### src/rtl/generation_sequencer.sv
// Generation sequencer for a cellular-automaton array: waits for the adder tree to settle,
// pulses a global update, then pauses for a programmable dwell. Optional macro CA_GEN_LIMIT_EN adds genTarget.
module generation_sequencer #(
  parameter int ADDER_LATENCY = 2,
  parameter int GEN_WIDTH     = 16,
  parameter int DWELL_WIDTH   = 24
) (
  input  logic                   clock,
  input  logic                   resetn,
  input  logic                   start,
  input  logic                   stop,
  input  logic                   stepMode,
  input  logic                   clearCount,
  input  logic [DWELL_WIDTH-1:0] dwell,
`ifdef CA_GEN_LIMIT_EN
  input  logic [GEN_WIDTH-1:0]   genTarget,
`endif
  output logic                   updateEn,
  output logic                   busy,
  output logic                   done,
  output logic [GEN_WIDTH-1:0]   genCount,
  output logic [1:0]             fsm_state
);

  typedef enum logic [1:0] {
    IDLE   = 2'd0,
    SETTLE = 2'd1,
    UPDATE = 2'd2,
    DWELL  = 2'd3
  } state_t;

  localparam int SW = $clog2(ADDER_LATENCY + 2);
  localparam logic [SW-1:0] SETTLE_LAST = SW'(ADDER_LATENCY);

  state_t                 state;
  logic [SW-1:0]          settle_cnt;
  logic [DWELL_WIDTH-1:0] dwell_cnt;
  logic                   stop_pending;
  logic                   step_q;
  logic                   limit_hit;

  // genCount already holds the incremented value while in UPDATE.
`ifdef CA_GEN_LIMIT_EN
  logic [GEN_WIDTH-1:0] target_q;
  assign limit_hit = (target_q != '0) && (genCount == target_q);
`else
  assign limit_hit = 1'b0;
`endif

  assign fsm_state = state;

  always_ff @(posedge clock) begin
    if (!resetn) begin
      state        <= IDLE;
      updateEn     <= 1'b0;
      busy         <= 1'b0;
      done         <= 1'b0;
      genCount     <= '0;
      stop_pending <= 1'b0;
      step_q       <= 1'b0;
      settle_cnt   <= '0;
      dwell_cnt    <= '0;
`ifdef CA_GEN_LIMIT_EN
      target_q     <= '0;
`endif
    end else begin
      updateEn <= 1'b0;
      done     <= 1'b0;
      case (state)
        IDLE: begin
          if (clearCount) genCount <= '0;
          if (start && !stop) begin
            state        <= SETTLE;
            busy         <= 1'b1;
            step_q       <= stepMode;
            stop_pending <= 1'b0;
            settle_cnt   <= '0;
`ifdef CA_GEN_LIMIT_EN
            target_q     <= genTarget;
`endif
          end
        end
        SETTLE: begin
          if (stop) stop_pending <= 1'b1;
          if (settle_cnt == SETTLE_LAST) begin
            state    <= UPDATE;
            updateEn <= 1'b1;
            genCount <= genCount + 1'b1;
          end else begin
            settle_cnt <= settle_cnt + 1'b1;
          end
        end
        UPDATE: begin
          dwell_cnt  <= dwell;
          settle_cnt <= '0;
          if (stop || stop_pending || step_q || limit_hit) begin
            state        <= IDLE;
            busy         <= 1'b0;
            done         <= 1'b1;
            stop_pending <= 1'b0;
            step_q       <= 1'b0;
          end else if (dwell != '0) begin
            state <= DWELL;
          end else begin
            state <= SETTLE;
          end
        end
        DWELL: begin
          if (stop || stop_pending) begin
            state        <= IDLE;
            busy         <= 1'b0;
            done         <= 1'b1;
            stop_pending <= 1'b0;
            step_q       <= 1'b0;
          end else if (dwell_cnt == DWELL_WIDTH'(1)) begin
            state <= SETTLE;
          end else begin
            dwell_cnt <= dwell_cnt - 1'b1;
          end
        end
        default: state <= IDLE;
      endcase
    end
  end

endmodule
### config.mk
export PLATFORM = sky130hd
export DESIGN_NAME = generation_sequencer
export DESIGN_NICKNAME = d
export VERILOG_FILES = /design/src/rtl/generation_sequencer.sv
export SDC_FILE = /design/constraint.sdc
export NUM_CORES = 1
export LEC_CHECK = 0
export BUFFER_PORTS_ARGS = -buffer_cell sky130_fd_sc_hd__buf_2
export CAP_MARGIN = 20
export CORE_AREA = 2 2 80 82
export DETAILED_ROUTE_END_ITERATION = 10
export DIE_AREA = 0 0 82 84
export PLACE_DENSITY = 0.71
export SYNTH_ARGS = -nofsm -noshare
export SYNTH_HDL_FRONTEND = slang
export SYNTH_SLANG_ARGS = --single-unit
### constraint.sdc
create_clock -name clock -period 4.14 [get_ports clock]
set_input_delay 0.207 -clock clock [delete_from_list [all_inputs] [get_ports clock]]
set_output_delay 0.207 -clock clock [all_outputs]
set_load 0.01 [all_outputs]
==> summary.md, run 1 <==
| Metric | Value |
|---|---|
| Placement-stage cell area | 3210 sq um |
| Worst-path cell with the longest stage delay | o41ai_4 |
| Max Slew Vio Count | 0 |
| Share of cells above drive strength 1 | 17.7% |
| Post-Synth Adder-Cell Area | 3.41% |
| Total nets after synthesis | 415 |
| Async set or reset register ratio after synthesis | 0% |
| P per Cell Area | 485 nW/um^2 |
| Number of H-tree levels | 2 |
| CTS root buf | clkbuf_8 |
| RSZ-0062 raised after global routing | false |
| Buffers on Ports | 50 |
| Post-Synthesis Mean Instance Area | 7.78 sq um |
| Wire per inst | 15.5 um |
| Routed Antenna Nets | 0 |
| Final setup viols | 0 |
| R2R cell count | 6 |
| Post-Synth XOR/XNOR Area | 2.69% |
| Post-synthesis mux area share | 2.47% |
| Core footprint | 6100 sq um |
| 1st-iter DRT viols | 161 |
| Die W | 82 um |
| Vias in the first global route | 2720 |
| Nets | 452 |
| Worst path cell trace | ha_1, nor2b_1, o41ai_4, buf_4, nor3_1, a31o_2 |
| Starting density of the core | 48.1% |
| Cell count after synthesis | 377 |
| Area taken by multi-input logic gates | 1800 sq um |
| Most common cell after layout, fill and taps aside | buf_2 |
| WP data required | 4.34 ns |
| Sequential share of the synthesized area | 33.4% |
| CTS tree | yes |
| Largest family of logic cells by synthesized area | simple AND/OR/NAND/NOR gates |
| Initial antenna violation count | 0 |
| Ys flop type | dfxtp_1 |
| Clock sink count | 49 |
| WHS Path Cells | 3 |
| Post-DP HPWL | 5.50 mm |
| Worst vdd ir | 0.298 mV |
| R2r startpoint | fsm_state[1] |
| Dpl cells | 484 |
| FF+latch count, synth | 49 |
| Fin cells | 490 |
| Fin crit period | 2.76 ns |
| First-pass GRT wire length | 12.5 mm |
| Clock Path Buffers | 2 |
| Seq. cell area | 981 sq um |
| CP endpoint kind | register |
| Fill count | 598 |
| Hold EP | dwell_cnt[22] |
| Number of CTS-inserted buffers | 5 |
| Fin Clk Skew | 0.00725 ns |
| Routed via count | 2961 |
| Post-place setup slack | 1.44 ns |
| Total GRT Usage | 22.7% |
| Status | completed |
| Detailed-route DRC error count | 0 |
| Largest net degree at the start of global routing | 28 |
| Synth Area in Compound Gates | 23.6% |
| Max Cap Viol | 0 |
| Worst-margin pin slew | 0.825 ns |
| EDFF count, synth | 0 |
| Peak Freq | 0.362 GHz |
| Yosys Warn Count | 0 |
| Reg2reg setup slack | 1.38 ns |
| Synthesized cell area | 2930 sq um |
| Cts hold-fix bufs | 0 |
| Synth Area in Simple Gates | 29.1% |
| GRT overflow | 0 |
| Total negative setup slack | 0 ns |
| Resized Gates After CTS | 0 |
| Die area | 6890 sq um |
| Wirelength, routed | 7.58 mm |
| # IOs | 51 |
| # rows | 29 |
| Max_slew headroom | 44.7% |
| Setup CP Type | reg2reg |
| Most frequent cells in the layout | buf_2 (50), dfxtp_1 (49), nand2_1 (36), a21oi_1 (32), nor2_1 (31) |
| RR Endpoint | dwell_cnt[4] |
| HP Start | dwell[22] |
| Drt via density | 6.04 |
| Final Core Density | 53.9% |
| Setup bufs post-CTS | 0 |
| Gpl congestion | 0.969 |
| Slowest Stage Delay on Critical Path | 0.70 ns |
| Tcrit/Tclk final | 66.7% |
| Synth unique cells | 57 |
| DRT Pass-1 Iters | 5 |
| Hold Path Class | in2reg |
| Clk Latency, worst-skew pair | 0.30 ns |
| Clock transition at the registers of the reported paths | 0.09 ns |
| Critical path peak fanout | 26 |
| ANT cells | 0 |
| Finished Cell Area | 3290 sq um |
| Leak | 1.32 nW |
| Final worst slack | 1.38 ns |
| Worst Path Arrival | 2.96 ns |
| Final Hold Viols | 0 |
| Die H | 84 um |
| Area Growth Syn to Fin | 12.1% |
| CP startpoint kind | register |
-- cell usage after synthesis, types with 2 or more instances --
cell type / count / share of area, %
nor2_1: 31 / 4.0
o211ai_1: 4 / 1.0
clkinv_1: 2 / 0.26
or4_1: 9 / 2.3
a22oi_1: 3 / 0.77
a21oi_1: 32 / 5.5
nand2_1: 36 / 4.6
nor2b_1: 8 / 1.7
inv_1: 14 / 1.8
o32ai_1: 7 / 2.1
dfxtp_1: 49 / 33
a211oi_1: 3 / 0.77
xnor2_1: 8 / 2.4
or3b_2: 2 / 0.60
clkbuf_1: 18 / 2.3
mux2i_1: 5 / 1.7
o22ai_1: 2 / 0.43
nand4_1: 3 / 0.64
o21ai_0: 20 / 3.4
and3_1: 7 / 1.5
o31a_1: 2 / 0.60
nand3_1: 9 / 1.5
a31o_2: 3 / 0.90
nor4_1: 11 / 2.3
buf_2: 5 / 0.85
nand2b_1: 5 / 1.1
ha_1: 8 / 3.4
o31ai_1: 4 / 1.0
mux2_2: 2 / 0.77
a211o_1: 2 / 0.60
o2111ai_1: 2 / 0.60
a32oi_1: 2 / 0.60
nor3_1: 24 / 4.1
a31oi_1: 4 / 0.85
and4_1: 2 / 0.60
or3_1: 8 / 1.7
-- critical path, delay by kind of cell, from the launching register on --
kind	cells	cell delay [ns]
adders and majority gates	1	0.51
DFF	1	0.43
and+or+nand+nor	2	0.39
AOI/OAI and AO/OA	2	0.93
buffers and inverters	1	0.38
-- worst max path at each step --
| stage | start | to | slack, ns | cells after the start |
|---|---|---|---|---|
| 2_1_floorplan | dwell_cnt[0] | dwell_cnt[12] | 1.91 | 8 |
| 3_3_place_gp | fsm_state[1] | dwell_cnt[4] | 1.54 | 6 |
| 3_5_place_dp | dwell_cnt[9] | dwell_cnt[4] | 1.44 | 6 |
| 4_1_cts | fsm_state[1] | dwell_cnt[4] | 1.43 | 6 |
| 5_1_grt | fsm_state[1] | dwell_cnt[4] | 1.22 | 6 |
| 6_report | fsm_state[1] | dwell_cnt[4] | 1.38 | 6 |
-- cells by family (layout without fill, tap and decap cells) --
logic type	count (synthesis)	in the layout
buffers and inverters	40	76
xor gates and xnor gates	9	9
and+or+nand+nor	162	162
muxes	7	7
adders and majority gates	8	8
AOI/OAI and AO/OA	102	102
DFF	49	49
-- report_power, final --
| group | switching, mW | leakage (nW) | total, mW | internal, mW |
|---|---|---|---|---|
| logic | 0.480 | 0.880 | 0.756 | 0.276 |
| clock network | 0.154 | 0.0399 | 0.266 | 0.112 |
| registers | 0.0505 | 0.396 | 0.572 | 0.522 |
| total | 0.685 | 1.32 | 1.59 | 0.909 |
-- per-stage QoR --
step,power [mW],hold WS (ns)
global route,1.72,0.199
floorplan,1.15,0.357
detailed placement,1.33,0.461
CTS,1.60,0.181
global placement,1.32,0.459
finish,1.59,0.191
-- state kept, by name (all words and copies together), names as in the netlist --
| register | cells |
|---|---|
| dwell_cnt | 24 |
| genCount | 16 |
| fsm_state | 2 |
| settle_cnt | 2 |
| busy | 1 |
| done | 1 |
| step_q | 1 |
| stop_pending | 1 |
| updateEn | 1 |
-- per-layer routing --
| layer | vias to the layer above | part of all wire, % | global-route usage [%] |
|---|---|---|---|
| li1 | 1474 | - | - |
| met1 | 1362 | 44 | 29.0 |
| met2 | 108 | 48 | 36.8 |
| met3 | 17 | 5.8 | 4.98 |
| met4 | 0 | 2.1 | 8.33 |
| met5 | - | 0 | 0 |
-- cell type report --
| type | count | area share (%) |
|---|---|---|
| repair buffers | 54 | 8.52 |
| well taps | 77 | 2.93 |
| clock buffers | 5 | 2.09 |
| flip-flops and latches | 49 | 29.8 |
| inverters | 16 | 1.83 |
| clock inverters | 1 | 0.152 |
| multi-input cells | 288 | 54.6 |
(Power assumes the default switching activity.)
==> run 2, diff against run 1 <==
--- a/config.mk
+++ b/config.mk
@@ -5,12 +5,13 @@
 export SDC_FILE = /design/constraint.sdc
 export NUM_CORES = 1
 export LEC_CHECK = 0
+export ABC_AREA = 1
 export BUFFER_PORTS_ARGS = -buffer_cell sky130_fd_sc_hd__buf_2
 export CAP_MARGIN = 20
-export CORE_AREA = 2 2 80 82
+export CORE_AREA = 2 2 84 86
 export DETAILED_ROUTE_END_ITERATION = 10
-export DIE_AREA = 0 0 82 84
-export PLACE_DENSITY = 0.71
+export DIE_AREA = 0 0 86 88
+export PLACE_DENSITY = 0.7
 export SYNTH_ARGS = -nofsm -noshare
 export SYNTH_HDL_FRONTEND = slang
 export SYNTH_SLANG_ARGS = --single-unit
==> constraint.sdc (replaced) <==
create_clock -name clock -period 2.8 [get_ports clock]
set_input_delay 0.14 -clock clock [delete_from_list [all_inputs] [get_ports clock]]
set_output_delay 0.14 -clock clock [all_outputs]
set_load 0.01 [all_outputs]
==> summary.md, run 2 <==
| Metric | Value |
|---|---|
| RSZ-0062 raised after global routing | false |
| Fill count | 682 |
| Die H | 88 um |
| EDFF count, synth | 0 |
| Post-synthesis mux area share | 0.620% |
| Cell count after synthesis | 511 |
| Die area | 7570 sq um |
| Final worst slack | 0.823 ns |
| Final setup viols | 0 |
| CTS root buf | clkbuf_8 |
| Vias in the first global route | 2974 |
| Initial antenna violation count | 0 |
| Drt via density | 5.19 |
| GRT overflow | 0 |
| Setup CP Type | reg2reg |
| Number of CTS-inserted buffers | 5 |
| Gpl congestion | 0.858 |
| Synth Area in Compound Gates | 14.6% |
| Detailed-route DRC error count | 0 |
| Die W | 86 um |
| Share of cells above drive strength 1 | 16.5% |
| Setup bufs post-CTS | 0 |
| Clock Path Buffers | 2 |
| Post-Synth XOR/XNOR Area | 2.17% |
| Nets | 595 |
| Fin Clk Skew | 0.00946 ns |
| Resized Gates After CTS | 0 |
| Area taken by multi-input logic gates | 1970 sq um |
| Area contributors post-synth | dfxtp_1 (30%), nand2_1 (13%), nor2_1 (11%) |
| Largest net degree at the start of global routing | 37 |
| Synth unique cells | 38 |
| Worst vdd ir | 0.487 mV |
| # rows | 30 |
| Most frequent cells in the layout | nand2_1 (114), nor2_1 (92), buf_2 (50), dfxtp_1 (49), inv_1 (47) |
| Post-DP HPWL | 5.85 mm |
| Worst Path Arrival | 2.15 ns |
| Most common cell after layout, fill and taps aside | nand2_1 |
| Peak Freq | 0.506 GHz |
| ANT cells | 0 |
| Status | completed |
| Seq. cell area | 981 sq um |
| Final Hold Viols | 0 |
| WP data required | 2.97 ns |
| Metal3 WL | 462 um |
| Total GRT Usage | 21.4% |
| Max Slew Vio Count | 0 |
| Wire per inst | 12.2 um |
| 1st-iter DRT viols | 209 |
| CTS tree | yes |
| DRT Pass-1 Iters | 4 |
| Total nets after synthesis | 549 |
| CP startpoint kind | register |
| Max Used Layer | met4 |
| Synth top area share | 30.4% |
| M1 wire length | 3.93 mm |
| Worst-margin pin slew | 0.715 ns |
| Tcrit/Tclk final | 70.6% |
| Core footprint | 6640 sq um |
| Number of H-tree levels | 2 |
| Largest family of logic cells by synthesized area | simple AND/OR/NAND/NOR gates |
| Clk Latency, worst-skew pair | 0.30 ns |
| FF+latch count, synth | 49 |
| Area Growth Syn to Fin | 12.5% |
| Routed Antenna Nets | 0 |
| Max Cap Viol | 0 |
| Ys flop type | dfxtp_1 |
| Count leader, synth | nand2_1 |
| Leak | 1.70 nW |
| Buffers on Ports | 50 |
| Synth Area in Simple Gates | 40.5% |
| Cts hold-fix bufs | 0 |
| Fin crit period | 1.98 ns |
| Max FFs per register | 24 |
| Clock transition at the registers of the reported paths | 0.09 ns |
| Area leader, netlist | dfxtp_1 |
| Routed wl met2 | 3.29 mm |
| Sequential share of the synthesized area | 30.4% |
| Critical path peak fanout | 36 |
| Max_slew headroom | 51.7% |
| Routed via count | 3309 |
| Most flops, register | dwell_cnt |
| Largest regs | dwell_cnt: 24 flops, genCount: 16 flops |
| Ranking of synthesized cells by instance count | nand2_1 (114), nor2_1 (92), dfxtp_1 (49) |
| Wirelength, routed | 7.77 mm |
| Yosys Warn Count | 0 |
| First-pass GRT wire length | 13.3 mm |
| Async set or reset register ratio after synthesis | 0% |
| Post-place setup slack | 0.844 ns |
| Starting density of the core | 48.6% |
| P per Cell Area | 994 nW/um^2 |
| Synthesized cell area | 3230 sq um |
| # IOs | 51 |
| Clock sink count | 49 |
| Post-Synthesis Mean Instance Area | 6.32 sq um |
| Hold Path Class | in2reg |
| Post-Synth Adder-Cell Area | 3.10% |
| Total negative setup slack | 0 ns |
| CP endpoint kind | register |
## run 2: cell families (layout without fill, tap and decap cells)
| logic type | Yosys count | after routing |
|---|---|---|
| compound gates | 87 | 87 |
| simple gates | 291 | 291 |
| xor+xnor | 8 | 8 |
| flops | 49 | 49 |
| fa+ha+maj | 8 | 8 |
| buf+inv | 66 | 113 |
| mux | 2 | 2 |
## run 2: per-stage QoR
| step | cell area, sq um | hold slack (ns) | std cells | power, mW | util (%) |
|---|---|---|---|---|---|
| 6_report | 3630 | 0.108 | 638 | 3.61 | 54.7 |
| 3_5_place_dp | 3520 | 0.428 | 630 | 3.07 | 53.0 |
| 3_3_place_gp | 3520 | 0.418 | 630 | 3.05 | 53.0 |
| 4_1_cts | 3630 | 0.0992 | 638 | 3.63 | 54.7 |
| 2_1_floorplan | 3230 | 0.304 | 511 | 2.69 | - |
| 5_1_grt | 3630 | 0.118 | 638 | 3.99 | 54.7 |
## run 2: routing by layer
layer / vias up / global-route usage (%)
li1: 1755 / -
met1: 1459 / 31.3
met2: 86 / 32.6
met3: 9 / 3.58
met4: 0 / 5.05
met5: - / 0
## run 2: path summary, 6_finish.rpt
path | start | end | slack, ns | cells after the start
setup / recovery | fsm_state[0] | dwell_cnt[23] | 0.82 | 8
hold / removal | stepMode | step_q | 0.11 | 3
setup reg to reg | fsm_state[0] | dwell_cnt[23] | 0.82 | 8
hold reg to reg | settle_cnt[1] | settle_cnt[1] | 0.46 | 2
## run 2: cell type report
class                   count  share of cell area, %
flip-flops and latches     49                   27.0
multi-input cells         396                   54.2
clock inverters             1                  0.826
repair buffers             52                   7.30
well taps                  80                   2.75
inverters                  53                   5.58
clock buffers               7                   2.38
## run 2: where the power goes
part	leakage, nW	internal [mW]	switching (mW)
logic	1.24	0.744	1.35
registers	0.398	0.838	0.151
clock network	0.0585	0.292	0.241
## run 2: critical path, stage by stage (launching register included)
cell and delay, ns:
dfxtp_1 0.36, ha_1 0.22, buf_4 0.24, inv_2 0.08, nand2_1 0.12, nand2_4 0.34, clkinv_2 0.28, nand2_1 0.12
a21oi_1 0.06
==> run 3, diff against run 2 <==
==> config.mk (replaced) <==
export PLATFORM = sky130hd
export DESIGN_NAME = generation_sequencer
export DESIGN_NICKNAME = d
export VERILOG_FILES = /design/src/rtl/generation_sequencer.sv
export SDC_FILE = /design/constraint.sdc
export NUM_CORES = 1
export LEC_CHECK = 0
export ABC_AREA = 0
export BUFFER_PORTS_ARGS = -buffer_cell sky130_fd_sc_hd__buf_2
export CAP_MARGIN = 20
export CORE_AREA = 2 2 80 82
export DETAILED_ROUTE_END_ITERATION = 10
export DIE_AREA = 0 0 82 84
export PLACE_DENSITY = 0.71
export SYNTH_ARGS = -nofsm -noshare
export SYNTH_HDL_FRONTEND = slang
export SYNTH_SLANG_ARGS = --single-unit
==> constraint.sdc (replaced) <==
create_clock -name clock -period 1.9 [get_ports clock]
set_input_delay 0.095 -clock clock [delete_from_list [all_inputs] [get_ports clock]]
set_output_delay 0.095 -clock clock [all_outputs]
set_load 0.01 [all_outputs]
==> summary.md, run 3 (synthesis gave the netlist of run 1 again) <==
| Metric | Value |
|---|---|
| Status | finished with violations |
| Violated checks | negative setup slack |
| Clock transition at the registers of the reported paths | 0.10 ns |
| Max Slew Vio Count | 0 |
| Finished Cell Area | 4150 sq um |
| Clk Latency, worst-skew pair | 0.31 ns |
| Setup CP Type | reg2reg |
| Post-DP HPWL | 6.19 mm |
| Hold Path Class | in2reg |
| Tcrit/Tclk final | 113% |
| Max_slew headroom | 73.5% |
| ANT cells | 0 |
| Final Core Density | 68.0% |
| Die H | 84 um |
| 1st-iter DRT viols | 283 |
| Max FFs per register | 24 |
| Vias in the first global route | 3134 |
| CP startpoint kind | register |
| Largest net degree at the start of global routing | 26 |
| WP data required | 2.14 ns |
| Routed via count | 3306 |
| Nets | 523 |
| Number of H-tree levels | 2 |
| Clock sink count | 49 |
| CTS tree | yes |
| Fin Clk Skew | 0.00978 ns |
| Most flops, register | dwell_cnt |
| First-pass GRT wire length | 14.8 mm |
| Final Hold Viols | 0 |
| Cts hold-fix bufs | 0 |
| Fin crit period | 2.14 ns |
| Detailed-route DRC error count | 0 |
| RSZ-0062 raised after global routing | true |
| Number of CTS-inserted buffers | 5 |
| Drt via density | 5.87 |
| Critical path peak fanout | 4 |
| Share of cells above drive strength 1 | 39.5% |
| # rows | 29 |
| Initial antenna violation count | 0 |
| Die W | 82 um |
| # IOs | 51 |
| Leak | 1.74 nW |
| Largest regs | dwell_cnt: 24 flops, genCount: 16 flops |
| Max Cap Viol | 0 |
| Placement-stage cell area | 3730 sq um |
| Most common cell after layout, fill and taps aside | buf_4 |
| Die area | 6890 sq um |
| Worst vdd ir | 0.562 mV |
| CTS root buf | clkbuf_8 |
| Routed Antenna Nets | 0 |
| Most frequent cells in the layout | buf_4 (66), buf_2 (50), dfxtp_1 (43), nand2_1 (35), nor2_1 (31) |
| Starting density of the core | 48.1% |
| Gpl congestion | 0.950 |
| Final setup viols | 26 |
| Total GRT Usage | 27.0% |
| Area Growth Syn to Fin | 41.4% |
| Worst-margin pin slew | 0.394 ns |
| GRT overflow | 0 |
| Wirelength, routed | 9.05 mm |
| Worst Path Arrival | 2.39 ns |
| DRT Pass-1 Iters | 6 |
| P per Cell Area | 1200 nW/um^2 |
| Total negative setup slack | -3.54 ns |
| Wire per inst | 16.1 um |
| Clock Path Buffers | 2 |
| Peak Freq | 0.467 GHz |
| CP endpoint kind | register |
| Final worst slack | -0.243 ns |
| Buffers on Ports | 50 |
| Core footprint | 6100 sq um |
## run 3: critical path: stages (launching register included)
cell	delay (ns)
dfxtp_2	0.33
or4_4	0.55
nand4b_4	0.23
o31a_1	0.36
or4_1	0.47
a31oi_1	0.13
## run 3: area by class of cell
class / count / area [sq um]
Timing Repair Buffer: 125 / 865
Multi-Input combinational cell: 288 / 2000
Clock buffer: 5 / 68.8
Tap cell: 77 / 96.3
Inverter: 16 / 60.1
Sequential cell: 49 / 988
Clock inverter: 3 / 68.8
Fill cell: 503 / 1950
## run 3: worst paths after layout
kind / start / end / slack [ns] / cells after the start
max: dwell_cnt[5] / fsm_state[1] / -0.24 / 5
min: dwell[22] / dwell_cnt[22] / 0.06 / 3
max reg2reg: dwell_cnt[5] / fsm_state[1] / -0.24 / 5
min reg2reg: dwell_cnt[16] / dwell_cnt[16] / 0.48 / 2
## run 3: timing repair
action / 4_1_cts / 5_1_grt
gates resized for setup: 32 / 23
cloned: 1 / 0
endpoints found under the setup margin: 26 / 36
setup buffers: 5 / 3
pin swaps: 15 / 11
## run 3: per-layer routing
| layer | vias up | track usage (%) | wire length, um |
|---|---|---|---|
| met4 | 0 | 7.58 | 116 |
| li1 | 1614 | - | - |
| met5 | - | 0 | 0 |
| met2 | 98 | 44.2 | 4470 |
| met1 | 1584 | 35.9 | 3980 |
| met3 | 10 | 4.98 | 488 |
## run 3: report_power, final
group          leakage (nW)  internal (mW)  switching, mW
clock network        0.0687          0.530          0.386
logic                  1.27           1.42           1.43
registers             0.399           1.14         0.0688
## run 3: per-stage QoR
stage	setup slack [ns]	total power [mW]	hold slack, ns	instances
CTS	-0.214	4.82	0.0618	561
global route	-0.294	5.27	0.102	563
finish	-0.243	4.98	0.0645	563
detailed placement	-0.278	3.61	0.377	547
global placement	-0.245	3.56	0.377	547
floorplan	-0.271	2.60	0.245	377
